### src/rtl/ipf_lcu_feeder_if.sv
// Pixel stream bus from the LCU feeder to the IPF filter.
// The feeder drives pixel, per-LCU parameters and done; the filter drives busy.
interface ipf_lcu_feeder_if;
  logic        in_en;
  logic [7:0]  din;
  logic [1:0]  ipf_type;
  logic [4:0]  ipf_band_pos;
  logic        ipf_wo_class;
  logic [15:0] ipf_offset;
  logic [2:0]  lcu_x;
  logic [2:0]  lcu_y;
  logic [1:0]  lcu_size;
  logic        done;
  logic        busy;

  modport master (
    output in_en, din, ipf_type, ipf_band_pos, ipf_wo_class, ipf_offset,
           lcu_x, lcu_y, lcu_size, done,
    input  busy
  );

  modport slave (
    input  in_en, din, ipf_type, ipf_band_pos, ipf_wo_class, ipf_offset,
           lcu_x, lcu_y, lcu_size, done,
    output busy
  );
endinterface

### src/rtl/ipf_lcu_feeder.sv
// Streams a 128x128 image LCU by LCU from image/parameter ROMs to the IPF filter,
// honouring busy back-pressure through a one-pixel holding register.
module ipf_lcu_feeder #(
  parameter int LCU_SIZE = 16,
  parameter int LOG_SIZE = 4,
  parameter int LCU_NUM  = 8
) (
  input  logic        clk,
  input  logic        reset,
  input  logic        start,
  output logic [13:0] img_addr,
  input  logic [7:0]  img_data,
  output logic [5:0]  par_addr,
  input  logic [23:0] par_data,
  ipf_lcu_feeder_if.master bus
);

  localparam int PX      = 2 * LOG_SIZE;
  localparam int LB      = $clog2(LCU_NUM);
  localparam int CNT_W   = PX + 2 * LB;
  localparam int PIX_NUM = LCU_SIZE * LCU_SIZE * LCU_NUM * LCU_NUM;
  localparam logic [CNT_W-1:0] LAST = CNT_W'(PIX_NUM - 1);

  typedef enum logic [2:0] {S_IDLE, S_PREP, S_STREAM, S_STALL, S_DONE} state_t;

  state_t           r_state;
  logic [CNT_W-1:0] r_iss;       // stream index of the next address to issue
  logic [CNT_W-1:0] r_out;       // stream index of the next pixel to deliver
  logic             r_prime;
  logic             r_hold_vld;
  logic [7:0]       r_hold_pix;
  logic [23:0]      r_hold_par;
  logic [13:0]      r_img_addr;
  logic [5:0]       r_par_addr;
  logic             r_in_en;
  logic [7:0]       r_din;
  logic [23:0]      r_par;
  logic [2:0]       r_lcu_x;
  logic [2:0]       r_lcu_y;
  logic             r_done;

  logic             w_have;
  logic             w_first;
  logic             w_last;
  logic [7:0]       w_src_pix;
  logic [23:0]      w_src_par;
  logic [13:0]      w_iss_addr;

  // Both ROMs share the same latency and are addressed in lockstep, so the
  // ROM outputs always describe one pixel and its LCU's parameters together.
  assign w_iss_addr = {r_iss[CNT_W-1 -: LB], r_iss[PX-1 -: LOG_SIZE],
                       r_iss[PX +: LB], r_iss[LOG_SIZE-1:0]};
  assign w_have     = r_hold_vld | ~r_prime;
  assign w_first    = (r_out[PX-1:0] == '0);
  assign w_last     = (r_out == LAST);
  assign w_src_pix  = r_hold_vld ? r_hold_pix : img_data;
  assign w_src_par  = r_hold_vld ? r_hold_par : par_data;

  // NOTE: sequential state uses non-blocking assignments so every register
  // in this block samples the values present before the clock edge.
  always_ff @(posedge clk) begin
    if (reset) begin
      r_state    <= S_IDLE;
      r_iss      <= '0;
      r_out      <= '0;
      r_prime    <= 1'b0;
      r_hold_vld <= 1'b0;
      r_hold_pix <= '0;
      r_hold_par <= '0;
      r_img_addr <= '0;
      r_par_addr <= '0;
      r_in_en    <= 1'b0;
      r_din      <= '0;
      r_par      <= '0;
      r_lcu_x    <= '0;
      r_lcu_y    <= '0;
      r_done     <= 1'b0;
    end else begin
      case (r_state)
        S_IDLE: begin
          r_in_en <= 1'b0;
          r_done  <= 1'b0;
          if (start) begin
            r_out      <= '0;
            r_hold_vld <= 1'b0;
            r_state    <= S_PREP;
          end
        end
        S_PREP: begin
          r_in_en    <= 1'b0;
          r_img_addr <= '0;
          r_par_addr <= '0;
          r_iss      <= CNT_W'(1);
          r_prime    <= 1'b1;
          r_state    <= S_STREAM;
        end
        S_STREAM: begin
          // The first cycle after PREP has no valid ROM data yet (r_prime).
          r_img_addr <= w_iss_addr;
          r_par_addr <= r_iss[CNT_W-1 -: 2*LB];
          r_iss      <= r_iss + CNT_W'(1);
          r_prime    <= 1'b0;
          r_hold_vld <= 1'b0;
          r_in_en    <= w_have;
          if (w_have) begin
            r_din <= w_src_pix;
            r_out <= r_out + CNT_W'(1);
            if (w_first) begin
              r_par   <= w_src_par;
              r_lcu_x <= r_out[PX +: LB];
              r_lcu_y <= r_out[CNT_W-1 -: LB];
            end
          end
          if (w_have && w_last) begin
            r_state <= S_DONE;
          end else if (bus.busy) begin
            r_state <= S_STALL;
          end
        end
        S_STALL: begin
          // Address is frozen here, so the ROM output during the first stall
          // cycle is the pixel that would have gone out next; keep it.
          r_in_en <= 1'b0;
          if (!r_hold_vld) begin
            r_hold_vld <= 1'b1;
            r_hold_pix <= img_data;
            r_hold_par <= par_data;
          end
          if (!bus.busy) begin
            r_state <= S_STREAM;
          end
        end
        S_DONE: begin
          r_in_en <= 1'b0;
          r_done  <= 1'b1;
          r_state <= S_IDLE;
        end
        default: r_state <= S_IDLE;
      endcase
    end
  end

  assign img_addr         = r_img_addr;
  assign par_addr         = r_par_addr;
  assign bus.in_en        = r_in_en;
  assign bus.din          = r_din;
  assign bus.ipf_type     = r_par[23:22];
  assign bus.ipf_band_pos = r_par[21:17];
  assign bus.ipf_wo_class = r_par[16];
  assign bus.ipf_offset   = r_par[15:0];
  assign bus.lcu_x        = r_lcu_x;
  assign bus.lcu_y        = r_lcu_y;
  assign bus.lcu_size     = 2'd0;
  assign bus.done         = r_done;

endmodule

### src/flat_wrapper.sv
// flat-port wrapper written by rule: the top's interface ports become plain ports
module ipf_lcu_feeder_flat 
#(
  parameter int LCU_SIZE = 16,
  parameter int LOG_SIZE = 4,
  parameter int LCU_NUM  = 8
)
  (clk, reset, start, img_addr, img_data, par_addr, par_data, bus_in_en, bus_din, bus_ipf_type, bus_ipf_band_pos, bus_ipf_wo_class, bus_ipf_offset, bus_lcu_x, bus_lcu_y, bus_lcu_size, bus_done, bus_busy);
  ipf_lcu_feeder_if bus_i ();
  input  logic clk;
  input  logic reset;
  input  logic start;
  output logic [13:0] img_addr;
  input  logic [7:0] img_data;
  output logic [5:0] par_addr;
  input  logic [23:0] par_data;
  output wire logic [$bits(bus_i.in_en)-1:0] bus_in_en;
  output wire logic [$bits(bus_i.din)-1:0] bus_din;
  output wire logic [$bits(bus_i.ipf_type)-1:0] bus_ipf_type;
  output wire logic [$bits(bus_i.ipf_band_pos)-1:0] bus_ipf_band_pos;
  output wire logic [$bits(bus_i.ipf_wo_class)-1:0] bus_ipf_wo_class;
  output wire logic [$bits(bus_i.ipf_offset)-1:0] bus_ipf_offset;
  output wire logic [$bits(bus_i.lcu_x)-1:0] bus_lcu_x;
  output wire logic [$bits(bus_i.lcu_y)-1:0] bus_lcu_y;
  output wire logic [$bits(bus_i.lcu_size)-1:0] bus_lcu_size;
  output wire logic [$bits(bus_i.done)-1:0] bus_done;
  input wire logic [$bits(bus_i.busy)-1:0] bus_busy;
  assign bus_in_en = bus_i.in_en;
  assign bus_din = bus_i.din;
  assign bus_ipf_type = bus_i.ipf_type;
  assign bus_ipf_band_pos = bus_i.ipf_band_pos;
  assign bus_ipf_wo_class = bus_i.ipf_wo_class;
  assign bus_ipf_offset = bus_i.ipf_offset;
  assign bus_lcu_x = bus_i.lcu_x;
  assign bus_lcu_y = bus_i.lcu_y;
  assign bus_lcu_size = bus_i.lcu_size;
  assign bus_done = bus_i.done;
  assign bus_i.busy = bus_busy;
  ipf_lcu_feeder #(.LCU_SIZE(LCU_SIZE), .LOG_SIZE(LOG_SIZE), .LCU_NUM(LCU_NUM)) u_core (.clk(clk), .reset(reset), .start(start), .img_addr(img_addr), .img_data(img_data), .par_addr(par_addr), .par_data(par_data), .bus(bus_i));
endmodule
### config.mk
export PLATFORM = sky130hd
export DESIGN_NAME = ipf_lcu_feeder_flat
export DESIGN_NICKNAME = d
export VERILOG_FILES = /design/src/rtl/ipf_lcu_feeder_if.sv /design/src/rtl/ipf_lcu_feeder.sv /design/src/flat_wrapper.sv
export SDC_FILE = /design/constraint.sdc
export NUM_CORES = 1
export LEC_CHECK = 0
export CORE_MARGIN = 3
export CORE_UTILIZATION = 35
export DETAILED_ROUTE_END_ITERATION = 12
export PLACE_DENSITY = 0.61
export SKIP_CTS_REPAIR_TIMING = 1
export SLEW_MARGIN = 5
export SYNTH_ARGS = -nofsm -noshare
export SYNTH_HDL_FRONTEND = slang
export SYNTH_SLANG_ARGS = --single-unit
### constraint.sdc
create_clock -name clk -period 2.82 [get_ports clk]
set_clock_uncertainty 0.15 [all_clocks]
set_input_delay 0.564 -clock clk [delete_from_list [all_inputs] [get_ports clk]]
set_output_delay 0.564 -clock clk [all_outputs]
set_load 0.01 [all_outputs]
==> impl_metrics.env <==
export IMPL_slew_violations=0
export IMPL_vdd_drop_max_mv=0.356
export IMPL_dieArea_um2=15600
export IMPL_grt_pass1_wl_um=20100
export IMPL_maxCapViolCount=0
export IMPL_vias_per_cell=5.09
export IMPL_layout_common_cells="dfxtp_1 (118), clkdlybuf4s50_1 (94), nand2_1 (88)"
export IMPL_fin_nets=690
export IMPL_grt_ovfl_total=0
export IMPL_routabilityCongestion=0.758
export IMPL_total_power_uw=4700
export IMPL_core_area_um2=13600
export IMPL_finalCritPeriodShare_pct=84.6
export IMPL_vias=4277
export IMPL_antenna_found_initial=0
export IMPL_period_needed_ns=2.39
export IMPL_finalSetupViolations=0
export IMPL_grt_pass1_vias=4230
export IMPL_wl_per_cell_um=14.1
export IMPL_ys_seq_area_share_pct=48.0
export IMPL_max_slew_margin_pct=44.0
export IMPL_path_max_fanout=14
export IMPL_final_common_cell="dfxtp_1"
export IMPL_final_hold_violation_count=0
export IMPL_cts_buffer_depth=2
export IMPL_hp_class="reg2reg"
export IMPL_path_class="reg2reg"
export IMPL_io_pins=98
export IMPL_rows=42
export IMPL_yosys_warnings=0
export IMPL_start_util_pct=36.6
export IMPL_synthCells=576
export IMPL_first_pass_iters=4
export IMPL_yosysUniqueCellTypes=44
export IMPL_path_cells="or3b_4, or4_4, or4_1, nand2_1"
export IMPL_die_y_um=125
export IMPL_cp_end_kind="flop"
export IMPL_cp_slowest_stage_delay_ns=0.59
export IMPL_worst_hold_slack_ns=0.302
export IMPL_cp_start_kind="flop"
export IMPL_synth_avg_cell_area_um2=8.61
export IMPL_final_area_um2=6660
export IMPL_wl_um=11900
export IMPL_path_delay_family="simple AND/OR/NAND/NOR gates"
export IMPL_drt_iter0_markers=213
export IMPL_ys_ff_latch=119
export IMPL_ctsHtreeMaxLevel=4
export IMPL_dpl_cell_area_um2=6000
export IMPL_drive_above_1_share_pct=7.98
export IMPL_crit_slowest_cell="or4_4"
export IMPL_rsz0062_at_grt="no"
export IMPL_cp_required_ns=3.02
export IMPL_critPathBufInv=0
export IMPL_drcViolationCount=0
export IMPL_ant_nets=0
export IMPL_dieWidth_um=125
export IMPL_fill_cells=1290
export IMPL_cts_sinks=119
export IMPL_max_freq_mhz=419
export IMPL_port_buffers=95
export IMPL_p_per_area_nw_per_um2=706
export IMPL_clk_pin_slew_worst_paths_ns=0.05
export IMPL_antenna_cells=0
export IMPL_grt_max_degree=81
export IMPL_root_buffer="clkbuf_16"
export IMPL_cts_made_buffers=17
export IMPL_grt_usage_pct=15.5
export IMPL_hpwl_um=7620
export IMPL_synth_area_um2=4960
export IMPL_tightestPinTransition_ns=0.840
export IMPL_status="finished clean"
export IMPL_cellLeakagePower_uw=0.00218
export IMPL_area_growth_pct=34.3
export IMPL_setup_tns_ns=0
export IMPL_arrival_ns=2.59
export IMPL_clock_latency_ns=0.41
export IMPL_cts_tree="done"
[report_power, final]
group          leakage, uW  internal [uW]  switching, uW
clock             0.000315           1640            770
sequential        0.000964           1750           49.0
combinational     0.000900            236            255
total              0.00218           3630           1070
[per-stage QoR]
step	cells	worst slack, ns	utilization (%)
after floorplan	577	0.644	-
after global placement	808	0.118	44.2
after detailed placement	808	0.0736	44.2
after CTS	840	0.428	49.1
after global routing	840	0.326	49.1
final	840	0.434	49.1
[layer usage]
| metal | global-route usage, % | vias up | share of wire, % |
|---|---|---|---|
| li1 | - | 2181 | - |
| met1 | 19.5 | 1990 | 46 |
| met2 | 24.5 | 85 | 47 |
| met3 | 5.16 | 21 | 5.2 |
| met4 | 6.51 | 0 | 1.8 |
| met5 | 0 | - | 0 |
[kinds of logic (layout without fill, tap and decap cells)]
group	count (synthesis)	count (layout)	share of synthesized area, %
AND/OR/NAND/NOR	223	223	20.7
adder cells (fa/ha/maj)	3	3	0.757
AO/OA/AOI/OAI	131	131	16.7
XOR/XNOR	1	1	0.177
buffers and inverters	57	144	5.30
other	1	2	0.0756
multiplexers	41	41	8.30
flip-flops	119	119	48.0
[final cells by class]
cell class	instances	area, um2	share of cell area [%]
flip-flops and latches	119	2380	35.8
multi-input cells	401	2330	35.0
repair buffers	105	1040	15.5
clock buffers	21	470	7.06
well taps	176	220	3.31
clock inverters	11	195	2.93
inverters	7	26.3	0.394
[cells in the mapped netlist]
cell        n  share of area [%]
mux2i_1    40                8.1
nand2_1    88                6.7
a41oi_1     1               0.18
nor3b_1     4               0.61
and3b_1     2               0.35
mux2_2      1               0.23
nor3_1      6               0.61
buf_2       6               0.61
or3_1       7               0.88
clkbuf_1   30                2.3
ha_1        3               0.76
o211ai_1    2               0.30
o31ai_1     9                1.4
o21a_1      2               0.30
nor4_1      2               0.25
or2_2       4               0.50
nand3b_1    3               0.45
a311oi_1    3               0.53
or2_1       1               0.13
and3_1      2               0.25
or4_1      12                1.8
nand2b_1    1               0.13
nor2_1     70                5.3
nand3_1     9               0.91
a22oi_1    13                2.0
conb_1      1              0.076
nand4_1     4               0.50
buf_4      11                1.7
a211oi_1   32                4.8
or4_4       1               0.23
dfxtp_1   119                 48
a22o_1      1               0.18
or4b_2      1               0.20
a21oi_1    52                5.2
buf_1       3               0.23
or3b_4      1               0.23
a221oi_1    1               0.18
o21ai_0    11                1.1
and4_1      1               0.18
and2_1      1               0.13
a31oi_1     4               0.50
nor2b_1     3               0.38
xnor2_1     1               0.18
inv_1       7               0.53
[tightest hold or removal path, stage by stage (launching register included)]
cell and delay [ns]:
dfxtp_1 0.30, nand2_1 0.05, a21oi_1 0.05
[state kept, by name (all words and copies together), names as in the netlist]
register and count:
u_core.r_par 24, u_core.r_hold_pix 8, u_core.bus.done 1, u_core.bus.din 8, u_core.bus.lcu_x 3, u_core.r_hold_vld 1
u_core.r_prime 1, u_core.r_iss 14, u_core.r_state 3, u_core.r_out 14, u_core.bus.in_en 1, u_core.bus.lcu_y 3
u_core.img_addr 8, u_core.r_hold_par 24, u_core.par_addr 6
[final timing paths]
| kind | start | to | slack (ns) | depth (start not counted) |
|---|---|---|---|---|
| hold / removal | u_core.r_hold_pix[2] | u_core.r_hold_pix[2] | 0.30 | 2 |
| setup / recovery | u_core.r_state[1] | u_core.r_iss[13] | 0.43 | 4 |
| setup reg to reg | u_core.r_state[1] | u_core.r_iss[13] | 0.43 | 4 |
| hold reg to reg | u_core.r_hold_pix[2] | u_core.r_hold_pix[2] | 0.30 | 2 |
Power figures use the tool's default switching activity.
